===== src/rtl/alu_pkg.sv =====
// Shared opcode encodings and widths for the ALU and its issue stage.
package alu_pkg;

    localparam int unsigned ALU_W   = 16;
    localparam int unsigned ALU_OPW = 3;

    localparam logic [ALU_OPW-1:0] OP_AND  = 3'b000;
    localparam logic [ALU_OPW-1:0] OP_OR   = 3'b001;
    localparam logic [ALU_OPW-1:0] OP_XOR  = 3'b010;
    localparam logic [ALU_OPW-1:0] OP_XNOR = 3'b011;
    localparam logic [ALU_OPW-1:0] OP_ADD  = 3'b100;
    localparam logic [ALU_OPW-1:0] OP_SUB  = 3'b101;
    localparam logic [ALU_OPW-1:0] OP_MUL  = 3'b110;
    localparam logic [ALU_OPW-1:0] OP_DIV  = 3'b111;

endpackage


===== src/rtl/alu_operand_fifo.sv =====
// Small synchronous FIFO holding {a,b,op} operand packets ahead of the ALU.
module alu_operand_fifo
    import alu_pkg::*;
#(
    parameter int unsigned WIDTH = ALU_W,
    parameter int unsigned OPW   = ALU_OPW,
    parameter int unsigned DEPTH = 2
) (
    input  logic                         clk,
    input  logic                         rst,
    input  logic                         push,
    input  logic                         pop,
    input  logic [WIDTH-1:0]             push_a,
    input  logic [WIDTH-1:0]             push_b,
    input  logic [OPW-1:0]               push_op,
    output logic [WIDTH-1:0]             head_a,
    output logic [WIDTH-1:0]             head_b,
    output logic [OPW-1:0]               head_op,
    output logic [$clog2(DEPTH+1)-1:0]   count,
    output logic                         full,
    output logic                         empty
);

    localparam int unsigned PW = $clog2(DEPTH);
    localparam int unsigned CW = $clog2(DEPTH + 1);

    logic [WIDTH-1:0] a_q  [DEPTH];
    logic [WIDTH-1:0] b_q  [DEPTH];
    logic [OPW-1:0]   op_q [DEPTH];

    logic [PW-1:0] wptr_q, wptr_d;
    logic [PW-1:0] rptr_q, rptr_d;
    logic [CW-1:0] count_q, count_d;
    logic          push_en_c;
    logic          pop_en_c;

    assign full    = (count_q == CW'(DEPTH));
    assign empty   = (count_q == '0);
    assign count   = count_q;
    assign head_a  = a_q[rptr_q];
    assign head_b  = b_q[rptr_q];
    assign head_op = op_q[rptr_q];

    // Pointers wrap naturally because DEPTH is a power of two.
    always_comb begin
        push_en_c = push && !full;
        pop_en_c  = pop && !empty;
        wptr_d    = wptr_q;
        rptr_d    = rptr_q;
        count_d   = count_q;
        if (push_en_c) begin
            wptr_d = wptr_q + PW'(1);
        end
        if (pop_en_c) begin
            rptr_d = rptr_q + PW'(1);
        end
        case ({push_en_c, pop_en_c})
            2'b10:   count_d = count_q + CW'(1);
            2'b01:   count_d = count_q - CW'(1);
            default: count_d = count_q;
        endcase
    end

    always_ff @(posedge clk or posedge rst) begin
        if (rst) begin
            wptr_q  <= '0;
            rptr_q  <= '0;
            count_q <= '0;
        end else begin
            wptr_q  <= wptr_d;
            rptr_q  <= rptr_d;
            count_q <= count_d;
        end
    end

    always_ff @(posedge clk or posedge rst) begin
        if (rst) begin
            for (int unsigned i = 0; i < DEPTH; i++) begin
                a_q[i]  <= '0;
                b_q[i]  <= '0;
                op_q[i] <= '0;
            end
        end else if (push_en_c) begin
            a_q[wptr_q]  <= push_a;
            b_q[wptr_q]  <= push_b;
            op_q[wptr_q] <= push_op;
        end
    end

endmodule


===== src/rtl/alu_issue_stage.sv =====
// Issue stage feeding an external combinational ALU and registering its result.
// Optional feature: define ALU_DIV0_FLAG_EN to saturate and flag divide-by-zero results.
module alu_issue_stage
    import alu_pkg::*;
#(
    parameter int unsigned WIDTH = ALU_W,
    parameter int unsigned OPW   = ALU_OPW,
    parameter int unsigned DEPTH = 2
) (
    input  logic             clk,
    input  logic             rst,
    input  logic             in_valid,
    output logic             in_ready,
    input  logic [WIDTH-1:0] in_a,
    input  logic [WIDTH-1:0] in_b,
    input  logic [OPW-1:0]   in_op,
    output logic [WIDTH-1:0] alu_a,
    output logic [WIDTH-1:0] alu_b,
    output logic [OPW-1:0]   alu_op,
    input  logic [WIDTH-1:0] alu_out,
    output logic             res_valid,
    input  logic             res_ready,
    output logic [WIDTH-1:0] res_data,
    output logic [OPW-1:0]   res_op,
    output logic             res_zero,
    output logic             res_div0
);

    localparam int unsigned CW = $clog2(DEPTH + 1);

    logic [WIDTH-1:0] head_a;
    logic [WIDTH-1:0] head_b;
    logic [OPW-1:0]   head_op;
    logic [CW-1:0]    count;
    logic             full;
    logic             empty;
    logic             push_c;
    logic             cap_c;

    logic             res_valid_q, res_valid_d;
    logic [WIDTH-1:0] res_data_q,  res_data_d;
    logic [OPW-1:0]   res_op_q,    res_op_d;
    logic             res_zero_q,  res_zero_d;

    assign push_c = in_valid && !full;
    assign cap_c  = (count != '0) && (!res_valid_q || res_ready);

    alu_operand_fifo #(
        .WIDTH (WIDTH),
        .OPW   (OPW),
        .DEPTH (DEPTH)
    ) u_fifo (
        .clk     (clk),
        .rst     (rst),
        .push    (push_c),
        .pop     (cap_c),
        .push_a  (in_a),
        .push_b  (in_b),
        .push_op (in_op),
        .head_a  (head_a),
        .head_b  (head_b),
        .head_op (head_op),
        .count   (count),
        .full    (full),
        .empty   (empty)
    );

    // The ALU sees all-zero operands whenever nothing is queued.
    assign in_ready = !full;
    assign alu_a    = empty ? '0 : head_a;
    assign alu_b    = empty ? '0 : head_b;
    assign alu_op   = empty ? '0 : head_op;

`ifdef ALU_DIV0_FLAG_EN
    logic res_div0_q, res_div0_d;
    logic div0_c;

    assign div0_c = (head_op == OPW'(OP_DIV)) && (head_b == '0);
`endif

    always_comb begin
        res_valid_d = res_valid_q;
        res_data_d  = res_data_q;
        res_op_d    = res_op_q;
        res_zero_d  = res_zero_q;
`ifdef ALU_DIV0_FLAG_EN
        res_div0_d  = res_div0_q;
`endif
        if (cap_c) begin
            res_valid_d = 1'b1;
            res_data_d  = alu_out;
            res_op_d    = head_op;
            res_zero_d  = (alu_out == '0);
`ifdef ALU_DIV0_FLAG_EN
            res_div0_d  = 1'b0;
            if (div0_c) begin
                res_data_d = '1;
                res_zero_d = 1'b0;
                res_div0_d = 1'b1;
            end
`endif
        end else if (res_valid_q && res_ready) begin
            res_valid_d = 1'b0;
        end
    end

    always_ff @(posedge clk or posedge rst) begin
        if (rst) begin
            res_valid_q <= 1'b0;
            res_data_q  <= '0;
            res_op_q    <= '0;
            res_zero_q  <= 1'b0;
        end else begin
            res_valid_q <= res_valid_d;
            res_data_q  <= res_data_d;
            res_op_q    <= res_op_d;
            res_zero_q  <= res_zero_d;
        end
    end

`ifdef ALU_DIV0_FLAG_EN
    always_ff @(posedge clk or posedge rst) begin
        if (rst) begin
            res_div0_q <= 1'b0;
        end else begin
            res_div0_q <= res_div0_d;
        end
    end

    assign res_div0 = res_div0_q;
`else
    assign res_div0 = 1'b0;
`endif

    assign res_valid = res_valid_q;
    assign res_data  = res_data_q;
    assign res_op    = res_op_q;
    assign res_zero  = res_zero_q;

endmodule

===== config.mk =====
export PLATFORM = sky130hd
export DESIGN_NAME = alu_issue_stage
export DESIGN_NICKNAME = d
export VERILOG_FILES = /design/src/rtl/alu_pkg.sv /design/src/rtl/alu_operand_fifo.sv /design/src/rtl/alu_issue_stage.sv
export SDC_FILE = /design/constraint.sdc
export NUM_CORES = 1
export LEC_CHECK = 0
export ABC_AREA = 1
export CAP_MARGIN = 20
export CORE_MARGIN = 2
export CORE_UTILIZATION = 53
export DETAILED_ROUTE_END_ITERATION = 16
export MAX_ROUTING_LAYER = met4
export PLACE_DENSITY = 0.9
export SLEW_MARGIN = 15
export SYNTH_ARGS = -nofsm -noshare
export SYNTH_HDL_FRONTEND = slang
export SYNTH_SLANG_ARGS = --single-unit

===== constraint.sdc =====
create_clock -name clk -period 8.1 [get_ports clk]
set_input_delay 2.025 -clock clk [delete_from_list [all_inputs] [get_ports clk]]
set_output_delay 2.025 -clock clk [all_outputs]
set_load 0.02 [all_outputs]

==> results of run 1 <==
[cell families after synthesis]
group / count (synthesis) / share of synthesized area [%]
other cells: 1 / 0.08377
flops: 95 / 53.10
xor+xnor: 3 / 0.5870
simple gates: 219 / 19.79
buf+inv: 69 / 8.831
compound gates: 110 / 17.33
fa+ha+maj: 1 / 0.2794
[cells in the final DEF (no fill, tap or decap)]
| master | n |
|---|---|
| buf_4 | 2 |
| inv_4 | 1 |
| bufinv_16 | 1 |
| o21ai_0 | 7 |
| nand3_1 | 1 |
| clkbuf_1 | 1 |
| dfrtp_1 | 95 |
| nand2_4 | 1 |
| inv_2 | 2 |
| nand3b_4 | 1 |
| inv_1 | 36 |
| or2_2 | 4 |
| nand2_1 | 195 |
| clkdlybuf4s50_1 | 111 |
| xor2_1 | 1 |
| xnor2_1 | 2 |
| o21ai_2 | 60 |
| conb_1 | 1 |
| clkinv_1 | 1 |
| buf_16 | 1 |
| nor2_4 | 2 |
| a21oi_1 | 33 |
| o21ai_1 | 10 |
| nand3_4 | 1 |
| ha_1 | 1 |
| clkinvlp_4 | 1 |
| clkinv_2 | 3 |
| clkinv_4 | 1 |
| clkbuf_8 | 9 |
| nor2_1 | 14 |
[registers in the layout (all words and copies together), names as in the netlist]
| signal | count |
|---|---|
| u_fifo.wptr_q | 1 |
| u_fifo.op_q | 6 |
| res_valid | 1 |
| res_zero | 1 |
| u_fifo.rptr_q | 1 |
| res_op | 3 |
| u_fifo.a_q | 32 |
| u_fifo.b_q | 32 |
| res_data | 16 |
| u_fifo.count | 2 |
[metal layers]
metal | GRT usage [%] | vias up
li1 | - | 1747
met1 | 29.03 | 1733
met2 | 38.58 | 119
met3 | 4.307 | 10
met4 | 7.738 | 0
met5 | - | -
[area by class of cell]
class | count | area [µm²]
clock buffers | 10 | 127.6
clock inverters | 6 | 61.31
well taps | 105 | 131.4
multi-input cells | 334 | 1704
flip-flops and latches | 95 | 2377
fillers | 653 | 2509
inverters | 40 | 152.6
repair buffers | 114 | 1154
[tightest hold or removal path: cells and delay by family (launching register included)]
family,cells,cell delay (ns)
simple gates,2,0.10
flops,1,0.35
[power breakdown]
part	internal, mW	switching (mW)	total, mW	leakage [nW]
clock	0.142	0.161	0.303	0.0960
combinational	0.562	0.758	1.32	1.43
sequential	0.699	0.125	0.824	1.18
[path summary, 6_finish.rpt]
check	startpoint	end	slack [ns]	depth (start not counted)
setup / recovery	u_fifo.count[0]	alu_b[5]	3.69	3
hold / removal	res_data[2]	res_data[2]	0.47	2
setup reg to reg	u_fifo.count[0]	u_fifo.count[1]	5.69	6
hold reg to reg	res_data[2]	res_data[2]	0.47	2
max in group asynchronous	rst	u_fifo.b_q[15]	4.97	3
min in group asynchronous	rst	res_data[6]	1.96	2
[through the flow]
stage | cells | cell area (µm²) | setup slack, ns
after floorplan | 498 | 4477 | 3.598
after global placement | 687 | 5492 | 3.706
after detailed placement | 687 | 5492 | 3.667
after CTS | 703 | 5680 | 3.272
after global routing | 704 | 5708 | 3.582
final | 704 | 5708 | 3.694
==> run metrics, run 1 <==
post-DP HPWL roughly 6200 µm; Synth area leader dfrtp_1; met3 wire length ~560 µm; clk sinks between 90 and 100; Die X around 96 µm; CP Capture Type primary output; Tot Pwr between 2 and 2.5 mW; Final nets 650; fin. max-slew vios 0; # diodes 0; input/output buffers 111; Site Rows 33; Yosys warning total 0; share of cells above drive strength 1 15.03%; maximum VDD drop about 0.00022 V; Max Root-Sink Buffers 2; top cells by area, synth dfrtp_1 (53%), nand2_1 (16%), o21ai_2 (12%); final hold violations 0; first-pass GRT wire length 16080 µm; Final ANT Viol Nets 0; #FFs+latches synth between 90 and 100; sequential element share of the synthesized area a little over half; Clock transition at path regs around 0.09 ns; hold slack approximately 0.47 ns; top sig layer met4; hold_buf cts 0; fin crit share between 50% and 60%; drt wl/cell 14.03 µm; fmax between 200 and 250 MHz; Initial DRT Pass Iterations 5; CP peak stage delay ~0.8 ns; Cell Area, Synth between 4000 and 5000 µm²; EDFF count, synth 0; metal2 WL approximately 4900 µm; Worst-Skew Late Latency approximately 0.35 ns; H-tree levels 3; Pwr per Cell Area approximately 430 nW/µm²; via count about 3600; cts bufs inserted 9; initial antenna violation count 0; Cells after Synth 498; CORE AREA 8217 µm²; Worst Setup Start Kind register; Fin Setup TNS 0 ns; Worst EP required approximately 6.1 ns; Via-to-Cell Ratio 5.126; CTS Root Cell clkbuf_8; CP delay by family, top simple AND/OR/NAND/NOR gates; GRT Total Usage between 20% and 30%; CTS tree yes; die area 9198 µm²; post-CTS resize count 0; drc violations 0; most frequent cell after synthesis nand2_1; Mapped Nets ~550; Max Fanout on Critical Path 37; GPL Wtd Cong 0.7707; GR Overflow Total 0; Starting Density between 50% and 60%; worst clock skew 0.006684 ns; post-synth top area share between 50% and 60%; M1 wire length ~4300 µm; Primary FF master, synth dfrtp_1; max_cap viols 0; CP Cell Sequence nor2_4 -> a21oi_1 -> clkdlybuf4s50_1; WP buf/inv 1; synth-to-layout area growth 27.50%; die height 95.91 µm; Worst EP arrival 2.38 ns; IO Pins ~110; slowest CP cell nor2_4; status finished, final reports clean; drt initial violations 199; Worst Max-Slew Pin Slew approximately 0.99 ns; RSZ-0062 raised after global routing no; Max transition margin between 30 and 40%; Lkg Pwr approximately 2.7 nW; post-synth cell types 24; most common library cells after synthesis nand2_1 (195), dfrtp_1 (95), o21ai_2 (60); Period minus WS final 4.406 ns; critical path class register to primary output; setup bufs post-CTS 0; class of the tightest hold or removal check register to register; vias in the first global route about 3500; # setup viols final 0; largest net degree at the start of global routing 75; FFs w/ async S/R, synth 100.0%; final WL between 9000 and 10000 µm; Avg Cell Area, Syn between 8 and 9 µm²; final core utilization 69.47%
No activity file was read; power rests on OpenSTA's default activity.
==> run 2, diff against run 1 <==
--- a/config.mk
+++ b/config.mk
@@ -8,10 +8,10 @@
 export ABC_AREA = 1
 export CAP_MARGIN = 20
 export CORE_MARGIN = 2
-export CORE_UTILIZATION = 53
+export CORE_UTILIZATION = 44
 export DETAILED_ROUTE_END_ITERATION = 16
 export MAX_ROUTING_LAYER = met4
-export PLACE_DENSITY = 0.9
+export PLACE_DENSITY = 0.81
 export SLEW_MARGIN = 15
 export SYNTH_ARGS = -nofsm -noshare
 export SYNTH_HDL_FRONTEND = slang
==> constraint.sdc (replaced) <==
create_clock -name clk -period 4 [get_ports clk]
set_input_delay 1 -clock clk [delete_from_list [all_inputs] [get_ports clk]]
set_output_delay 1 -clock clk [all_outputs]
set_load 0.02 [all_outputs]
==> run 2 against run 1 <==
Non-clock buffer count is 4 higher. Die area increased by 20%. Wire length is 1.6% higher. Power increased by 100%. Register-to-register slack lost 4.0 ns.
==> run metrics, run 2 (synthesis gave the netlist of run 1 again) <==
die area 11000 µm² (+20%); die height 104.9 µm (+9.3%); Site Rows 36 (+9.1%); reg2reg setup slack 1.69 ns (-4.00 ns); drt initial violations 174 (-13%); # diodes 0 (unchanged); post-DP HPWL 6931 µm (+11%); initial antenna violation count 0 (unchanged); Placed Instance Area 5575 µm² (+1.5%); first-pass GRT wire length 17100 µm (+6.3%); clk sinks 95 (unchanged); Worst Max-Slew Pin Slew 0.9189 ns (-0.07403 ns); CP delay by family, top simple AND/OR/NAND/NOR gates; drc violations 0 (unchanged); Period minus WS final 3.316 ns; fin crit share slightly above 80%; CP Capture Type primary output; drt wl/cell 13.64 µm (-2.8%); Worst Hold Depth 2 (unchanged); CTS tree yes; CTS Root Cell clkbuf_8; class of the tightest hold or removal check register to register; cts bufs inserted 9 (unchanged); commonest non-fill, non-tap cells in the layout nand2_1 (195), clkdlybuf4s50_1 (111), dfrtp_1 (95); final hold violations 0 (unchanged); slowest CP cell nor2_4; crit path from u_fifo.count[0]; most common library cell in the layout ignoring fill and taps nand2_1; # setup viols final 0 (unchanged); Worst EP required 3.00 ns (-3.08 ns); via count 3585 (-0.67%); Via-to-Cell Ratio 4.871 (-5.0%); WP buf/inv 1 (unchanged); fin. max-slew vios 0 (unchanged); Final nets 654 (+0.62%); fillers 875 (+34%); reg2reg start u_fifo.count[0]; FF-to-FF End res_op[0]; Initial DRT Pass Iterations 4 (-1); Post-Layout Inst Area 5751 µm² (+0.75%); Max transition margin 38.60% (+4.8 points); synth-to-layout area growth 28.45%; GPL Wtd Cong 0.7734 (+0.35%); hold path start res_data[15]; post-CTS resize count 0 (unchanged); worst clock skew 0.003724 ns (-0.002960 ns); Starting Density 45.59% (-8.9 points); Worst EP arrival 2.32 ns (-0.06 ns); status finished, final reports clean; GRT Total Usage 19.86% (-3.4 points); CORE AREA 9819 µm² (+20%); IO Pins 113 (unchanged); GR Overflow Total 0 (unchanged); RSZ-0062 raised after global routing no; input/output buffers 111 (unchanged); share of cells above drive strength 1 15.59% (+0.56 points); Worst-Skew Late Latency 0.35 ns (about the same); CP Cell Sequence nor2_4 -> nor2_1 -> clkdlybuf4s50_1; R2R depth 6 (unchanged); CP peak stage delay 0.75 ns (-0.05 ns); Worst Setup Start Kind register; hold worst-path end res_data[15]; Max Fanout on Critical Path 36 (-2.7%); critical path class register to primary output; Lkg Pwr 2.711 nW (+0.55%); Final ANT Viol Nets 0 (unchanged); Max Root-Sink Buffers 2 (unchanged); Clock transition at path regs 0.09 ns (about the same); setup bufs post-CTS 0 (unchanged); hold_buf cts 0 (unchanged); Pwr per Cell Area 851.6 nW/µm² (+99%); maximum VDD drop 0.0004678 V (+110%); vias in the first global route 3565 (+1.6%); final WL 10040 µm (+1.6%); fmax ~300 MHz; Die X 104.9 µm (+9.3%); largest net degree at the start of global routing 51 (-32%); Fin Setup TNS 0 ns (unchanged); H-tree levels 3 (unchanged); max_cap viols 0 (unchanged)
## run 2: cell count changes in the layout (fill, tap and decap cells not counted), sizes merged
cell | before | now
clkbuf | 10 | 12
clkinvlp | 1 | 0
inv | 39 | 38
bufinv | 1 | 0
clkinv | 5 | 6
buf | 3 | 7
## run 2: power by group
| part | total (mW) | leakage, nW | internal [mW] | switching (mW) |
|---|---|---|---|---|
| logic | 2.65 | 1.44 | 1.13 | 1.52 |
| clock network | 0.572 | 0.0959 | 0.257 | 0.316 |
| registers | 1.67 | 1.18 | 1.41 | 0.259 |
## run 2: how the worst max path moves through the flow
| stage | end | cells past startpoint |
|---|---|---|
| after floorplan | res_data[0] | 1 |
| after global placement | alu_b[14] | 3 |
| after detailed placement | alu_b[12] | 3 |
| after CTS | alu_b[12] | 3 |
| after global routing | alu_b[12] | 3 |
| final | alu_op[0] | 3 |
## run 2: per-layer routing
layer  track usage, %  routed length (µm)
met2            32.33                4945
met1            24.86                4374
met3            4.991                 638
met4            5.238                  78
met5                -                   0
## run 2: worst reg2reg max path, delay by kind of cell, from the launching register on
kind | cells | cell delay (ns)
AOI/OAI and AO/OA | 1 | 0.16
buffers and inverters | 3 | 0.76
DFF | 1 | 0.46
and+or+nand+nor | 2 | 0.80
## run 2: area by class of cell
type	instances	area [µm²]	area share [%]
repair buffers	118	1176	20.45
clock inverters	4	20.02	0.3481
flip-flops and latches	95	2377	41.34
multi-input cells	334	1704	29.63
inverters	40	151.4	2.633
well taps	133	166.4	2.894
clock buffers	12	155.1	2.698
## run 2: stage by stage
stage / hold WS, ns / instances / worst slack [ns] / total power, mW / util [%]
detailed placement: 0.4588 / 720 / 1.058 / 4.368 / 56.78
global route: 0.4941 / 736 / 0.5419 / 5.270 / 58.56
CTS: 0.4789 / 736 / 0.6392 / 4.952 / 58.56
finish: 0.4770 / 736 / 0.6836 / 4.897 / 58.56
floorplan: 0.4466 / 498 / 0.5230 / 3.417 / -
global placement: 0.4521 / 720 / 1.115 / 4.274 / 56.78
==> run 3, diff against run 2 <==
==> constraint.sdc (replaced) <==
create_clock -name clk -period 2.8 [get_ports clk]
set_input_delay 0.7 -clock clk [delete_from_list [all_inputs] [get_ports clk]]
set_output_delay 0.7 -clock clk [all_outputs]
set_load 0.02 [all_outputs]
==> run 3 against run 2 <==
Core utilization grew 1.2 points. Sequential power is 43% higher. Count of clock-buffer cells in the layout is 2 lower. Wire length shrank 1.7%. First-iteration DRC count is the same. Worst hold slack better by 0.0018 ns. Flip-flop and latch count stayed put. Power rose by 45%. Die area unchanged. Largest power group unchanged.
==> run metrics, run 3 (synthesis gave the netlist of run 1 again) <==
Worst EP required 2.10 ns (-0.90 ns); Max transition margin 65.64% (+27 points); Tot Pwr 7.089 mW (+45%); setup bufs post-CTS 0 (unchanged); Site Rows 36 (unchanged); RSZ-0062 raised after global routing no; reg2reg setup slack 0.98 ns (-0.71 ns); CORE AREA 9819 µm² (unchanged); Worst EP arrival 1.98 ns (-0.34 ns); synth-to-layout area growth 31.08%; Worst Setup Start Kind register; worst setup margin 0.1209 ns (-0.5628 ns); DP Worst Slack 0.3846 ns (-0.6734 ns); fmax between 300 and 400 MHz; Psw 3.036 mW (+45%); Fin Setup TNS 0 ns (unchanged); final hold violations 0 (unchanged); CTS tree yes; Die X 104.9 µm (unchanged); Max Root-Sink Buffers 2 (unchanged); drt wl/cell 13.34 µm (-2.2%); Initial DRT Pass Iterations 5 (+1); most common library cell in the layout ignoring fill and taps nand2_1; clock power share 11.8% (about the same); commonest non-fill, non-tap cells in the layout nand2_1 (195), clkdlybuf4s50_1 (100), dfrtp_1 (94); max_cap viols 0 (unchanged); status finished, final reports clean; class of the tightest hold or removal check register to register; cts bufs inserted 9 (unchanged); GR Overflow Total 0 (unchanged); # setup viols final 0 (unchanged); via count 3612 (+0.75%); hold path start res_data[4]; input/output buffers 111 (unchanged); first-pass GRT wire length 16870 µm (-1.3%); Placed Instance Area 5645 µm² (+1.3%); crit path from u_fifo.rptr_q; combinational power share 54.5% (+0.4 points); final WL 9869 µm (-1.7%); drt initial violations 174 (unchanged); Worst Max-Slew Pin Slew 0.5154 ns (-0.4035 ns); # diodes 0 (unchanged); Pwr per Cell Area 1208 nW/µm² (+42%); die height 104.9 µm (unchanged); initial antenna violation count 0 (unchanged); Final ANT Viol Nets 0 (unchanged); placed insts 724 (+0.56%); GPL Wtd Cong 0.7945 (+2.7%); CTS Root Cell clkbuf_8; reg2reg start u_fifo.count[0]; Via-to-Cell Ratio 4.881 (+0.21%); Sw Share 42.82% (about the same); Flop pwr share 33.8% (-0.4 points); GRT Total Usage 19.56% (-0.30 points); Starting Density 45.59% (unchanged); share of cells above drive strength 1 16.47% (+0.89 points); post-DP HPWL 6745 µm (-2.7%); maximum VDD drop 0.0006750 V (+44%); CP Capture Type primary output; worst clock skew 0.004396 ns (+0.0006716 ns); H-tree levels 3 (unchanged); Final nets 658 (+0.61%); IO Pins 113 (unchanged); Post-Layout Inst Area 5868 µm² (+2.0%); clk sinks 95 (unchanged); die area 11000 µm² (unchanged); non-filler cells, final 740 (+0.54%); largest net degree at the start of global routing 96 (+88%); Lkg Pwr 2.893 nW (+6.7%); Worst-Skew Late Latency 0.36 ns (about the same); Clock transition at path regs 0.09 ns (about the same); drc violations 0 (unchanged); internal power 4.053 mW (+45%); Period minus WS final 2.679 ns; vias in the first global route 3528 (-1.0%); critical path class register to primary output; fin. max-slew vios 0 (unchanged); Max Fanout on Critical Path 23 (-36%); fin crit share between 90% and 100%
==> run 3: cell types whose count changed in the layout (fill, tap and decap cells not counted), moves of 3 or more <==
cell | previous run | this run
clkinv_2 | 5 | 1
buf_12 | 1 | 4
dlymetal6s2s_1 | 0 | 11
clkinvlp_4 | 0 | 4
clkdlybuf4s50_1 | 111 | 100
==> run 3: metal layers <==
metal  vias up  GRT usage [%]  wire [µm]
met1      1717          25.64       4475
met5         -              -          0
met2       115          30.94       4745
met4         0          5.524         96
li1       1769              -          -
met3        11          4.117        552
==> run 3: through the flow <==
stage	hold WS (ns)	util, %
detailed placement	0.4578	57.49
floorplan	0.4466	-
global placement	0.4540	57.49
CTS	0.4817	59.39
finish	0.4788	59.76
global route	0.5038	59.76
==> run 3: critical path, stage by stage, from the launching register on <==
cell and delay, ns:
dfrtp_2 0.45, clkinv_1 0.08, buf_6 0.21, o21ai_0 0.12, nor2_1 0.13, clkdlybuf4s50_1 0.62
==> run 3: area by class of cell <==
class | count | area [µm²]
fill | 873 | 3951
sequential | 95 | 2379
multi-input combinational | 334 | 1704
timing repair buffer | 122 | 1282
tap | 133 | 166.4
inverter | 40 | 153.9
clock buffer | 10 | 137.6
clock inverter | 6 | 45.04
==> run 3: final timing paths <==
path,end,cells past startpoint
worst max-delay path,alu_op[2],5
worst min-delay path,res_data[4],2
worst max register to register,u_fifo.count[1],7
worst min register to register,res_data[4],2
max in group asynchronous,u_fifo.rptr_q,3
min in group asynchronous,u_fifo.a_q[21],3
==> run 3: what timing repair did <==
action                                  in CTS  in global routing
endpoints found under the setup margin       7                 25
resized for setup                            1                 15
hold buffers                                 0                  0
==> run 3: power groups by stage <==
| stage | sequential (mW) | combinational [mW] | clock [mW] |
|---|---|---|---|
| 2_1_floorplan | 2.50 | 2.38 | 0 |
| 3_3_place_gp | 2.38 | 3.83 | 0 |
| 3_5_place_dp | 2.41 | 3.91 | 0 |
| 4_1_cts | 2.39 | 3.93 | 0.870 |
| 5_1_grt | 2.47 | 4.22 | 0.930 |
| 6_report | 2.39 | 3.86 | 0.834 |
==> variant 1, RTL diff (settings of run 3) <==
`DEPTH` is set to 2 in 2 places; all go to 4.
--- a/src/rtl/alu_operand_fifo.sv
+++ b/src/rtl/alu_operand_fifo.sv
@@ -6,3 +6,3 @@
     parameter int unsigned OPW   = ALU_OPW,
-    parameter int unsigned DEPTH = 2
+    parameter int unsigned DEPTH = 4
 ) (
--- a/src/rtl/alu_issue_stage.sv
+++ b/src/rtl/alu_issue_stage.sv
@@ -7,3 +7,3 @@
     parameter int unsigned OPW   = ALU_OPW,
-    parameter int unsigned DEPTH = 2
+    parameter int unsigned DEPTH = 4
 ) (
Check against the original RTL: not equivalent (a bounded check fails within 4 cycles, from zero or initial values and one cycle with rst high).
==> variant 1 against run 3 <==
  * Design area rose by 64%
  * Synthesized area rose by 70%
  * Total power rose by 71%
  * Clock power rose to 3.0 times the old value
  * Non-clock buffer count rose by 8
  * Combinational power rose by 41%
  * Sequential cell count rose by 73
  * Setup slack improved by 26 ps
  * Wire length rose by 77%
  * Maximum frequency rose by 0.97%
  * First-iteration DRC count rose by 95%
  * Clock skew rose by 2.2 ps
  * Synthesized cell count rose by 89%
  * Critical endpoint is now alu_a[0]
  * Highest routed layer unchanged
==> variant 1: results (changes against run 3) <==
cts_buffers: 17  # +8
worstHoldStart: "res_data[1]"
drtIter0Drc: 339  # +95%
syn_nets: 1000  # +81%
yosysUniqueCellTypes: 24  # unchanged
synth_xor_area_frac: 0.00461  # -0.00126
grt_pass1_wl_um: 29200  # +73%
synth.area.top_cells: "dfrtp_1, nand2_1, o21ai_0"
whs_endpoint: "res_data[1]"
ys_seq_area_frac: 0.553  # +0.0223
clk_pin_slew_ps: 60  # -30 ps
wl_met3_um: 944  # +71%
status: "complete, no violations"
gp_congestion: 0.744  # -6.3%
fin_skew_ps: 6.62  # +2.23 ps
worstPathArrival_ps: 1950  # -30 ps
path_max_fanout: 34  # +48%
max_stage_delay_ps: 450  # -170 ps
cts-resized-gates: 37  # +36
slowest_stage: "dfrtp_2"
grt_max_degree: 71  # -26%
grt_pass1_vias: 5959  # +69%
hpwl_um: 11000  # +62%
peakVddDrop_mv: 0.629  # -6.8%
htree_levels: 4  # +1
synth_adder_area_share: 0.0109  # +0.00807
p_leak_nw: 4.76  # +64%
r2r-end: "u_fifo.count[2]"
r2r_setup_slack_ps: 810  # -170 ps
p_seq_frac: 0.343  # +0.005
rr_worst_depth: 10  # +3
grt_usage: 0.206  # +0.0104
p_clk_w: 0.00254  # +200%
finalPower_w: 0.0121  # +71%
nNetsFinal: 1091  # +66%
place_area_um2: 8990  # +59%
tightest_slew_ps: 551  # +36.0 ps
p_sw_w: 0.00488  # +61%
viasPerCell: 4.95  # +1.4%
drive_above_1_share: 0.0594  # -0.105
synth_ff_type: "dfrtp_1"
synth_compound_area_frac: 0.140  # -0.0328
met2_length_um: 8170  # +72%
synthTopCellsByCount: "nand2_1, dfrtp_1, o21ai_0"
met1_length_um: 8080  # +81%
variant 1: cell count changes in the layout (fill, tap and decap cells not counted), sizes merged, moves of 4 or more:
cell / delta
nand2: +154
o21ai: +100
dfrtp: +73
nor2: +64
dlygate4sd2: +35
clkdlybuf4s50: -24
clkbuf: +11
dlymetal6s2s: -11
nand3: +10
buf: +8
inv: +8
bufinv: +5
ha: +4
or2: -4
variant 1: metal layers:
metal	vias to the layer above	global-route usage
met4	0	0.0642
met5	-	-
met2	179	0.328
li1	3161	-
met3	20	0.0367
met1	2914	0.272
variant 1: how the worst max path moves through the flow:
stage / slack [ps] / startpoint / to
final: 150 / u_fifo.rptr_q[0] / alu_a[0]
after detailed placement: 220 / in_valid / u_fifo.count[2]
after CTS: 130 / u_fifo.rptr_q[0] / alu_b[15]
after floorplan: -40 / rst / res_data[0]
after global routing: 30 / u_fifo.rptr_q[0] / alu_a[0]
after global placement: 300 / u_fifo.rptr_q[0] / alu_a[15]
variant 1: worst min-delay path, delay by kind of cell, from the launching register on:
family | cells | cell delay [ps]
DFF | 1 | 340
and+or+nand+nor | 2 | 110
variant 1: kinds of logic after synthesis:
logic type      count (synthesis)
compound gates                211
xor+xnor                        4
fa+ha+maj                       6
buf+inv                       106
flops                         168
other cells                     1
simple gates                  443
variant 1: area by class of cell:
| cell class | count | area (um2) |
|---|---|---|
| clock buffer | 21 | 450 |
| tap | 225 | 282 |
| timing repair buffer | 130 | 1370 |
| clock inverter | 11 | 196 |
| sequential | 168 | 4210 |
| fill | 1617 | 7520 |
| inverter | 48 | 184 |
| multi-input combinational | 665 | 2920 |
variant 1: per-stage QoR:
stage,setup WS [ps],std cells,hold WS [ps]
floorplan,-40.7,939,448
global placement,301,1236,461
detailed placement,220,1236,465
CTS,126,1268,482
global route,26.7,1268,503
finish,147,1268,478
==> variant 2, RTL diff (flow settings as in run 3) <==
Made on the original files. `res_data_q` no longer has a reset.
--- a/src/rtl/alu_issue_stage.sv
+++ b/src/rtl/alu_issue_stage.sv
@@ -109,3 +109,2 @@
             res_valid_q <= 1'b0;
-            res_data_q  <= '0;
             res_op_q    <= '0;
@@ -114,3 +113,2 @@
             res_valid_q <= res_valid_d;
-            res_data_q  <= res_data_d;
             res_op_q    <= res_op_d;
@@ -118,2 +116,6 @@
         end
+    end
+
+    always_ff @(posedge clk) begin
+        res_data_q <= res_data_d;
     end
Formal check against the unedited RTL: differs if rst is asserted again (counterexample within 4 cycles, from zero or initial values and one cycle with rst high); with rst held inactive, the same outputs for 10 cycles.
==> variant 2 against run 3 <==
  * Total power is 5.3% lower
  * Synthesized area is 3.3% lower
  * Clock skew is 6.3 ps higher
  * Wire length is 6.0% lower
  * Setup slack better by 8.9 ps
  * Design area is 2.4% lower
  * Non-clock buffer count is 2 higher
  * Sequential cell count stayed put
  * Largest cell class unchanged
  * Clock power is 1% higher
  * Core utilization is 0.34 points lower
==> variant 2: results (changes against run 3) <==
whs_endpoint: "res_zero"
status: "complete, no violations"
drive_above_1_share: 0.171  # +0.00638
synth_xor_area_frac: 0.00607  # +0.000200
met1_length_um: 4180  # -6.6%
synth.area.top_cells: "dfrtp_1, nand2_1, o21ai_2"
syn_nets: 502  # -9.4%
gp_congestion: 0.796  # +0.20%
met2_length_um: 4370  # -8.0%
synth_compound_area_frac: 0.177  # +0.00331
synth_edf_count: 16  # +16
tightest_slew_ps: 603  # +87.6 ps
path_max_fanout: 10  # -57%
drtPass1Iterations: 4  # -1
drtIter0Drc: 143  # -18%
async_reset_ff_frac: 0.832  # -0.168
wl_met3_um: 531  # -3.8%
max_stage_delay_ps: 640  # +20 ps
peakVddDrop_mv: 0.519  # -23%
grt_pass1_wl_um: 14900  # -12%
p_leak_nw: 2.62  # -9.4%
fin_skew_ps: 10.7  # +6.26 ps
hpwl_um: 6490  # -3.7%
pre_cts_ws_ps: 480  # +94.9 ps
cts-resized-gates: 0  # -1
==> variant 2: changes by cell type after synthesis, sizes merged <==
cell / run 3 / this run
buf: 25 / 23
clkbuf: 4 / 2
dfrtp: 95 / 79
edfxtp: 0 / 16
nand2: 196 / 148
==> variant 2: metrics by stage <==
| step | instances | power [W] | area (um2) |
|---|---|---|---|
| 4_1_cts | 694 | 0.00679 | 5720 |
| 5_1_grt | 694 | 0.00719 | 5730 |
| 3_5_place_dp | 678 | 0.00592 | 5530 |
| 3_3_place_gp | 678 | 0.00582 | 5530 |
| 6_report | 694 | 0.00672 | 5730 |
| 2_1_floorplan | 446 | 0.00461 | 4330 |
==> variant 2: final cells by class <==
type                       count  area [um2]
fill                         855        3910
sequential                    95        2460
multi-input combinational    286        1510
timing repair buffer         124        1260
tap                          133         166
clock buffer                  11         153
inverter                      40         151
clock inverter                 5        31.3
==> variant 2: worst max path at each step <==
| stage | cells after the start | slack, ps | endpoint | startpoint |
|---|---|---|---|---|
| 2_1_floorplan | 1 | 80 | res_op[0] | rst |
| 3_3_place_gp | 5 | 490 | alu_op[0] | u_fifo.rptr_q |
| 3_5_place_dp | 5 | 480 | alu_op[2] | u_fifo.rptr_q |
| 4_1_cts | 5 | 70 | alu_op[2] | u_fifo.rptr_q |
| 5_1_grt | 5 | 30 | alu_a[14] | u_fifo.rptr_q |
| 6_report | 4 | 130 | alu_a[13] | u_fifo.count[0] |
==> variant 2: per-layer routing <==
layer,vias to the layer above,global-route usage
met4,0,0.0911
met3,16,0.0289
li1,1643,-
met2,108,0.288
met5,-,-
met1,1575,0.236
==> variant 2: where the power goes <==
part	total (W)	internal [W]	switching [W]
clock	0.000844	0.000374	0.000470
combinational	0.00352	0.00153	0.00199
sequential	0.00235	0.00203	0.000323
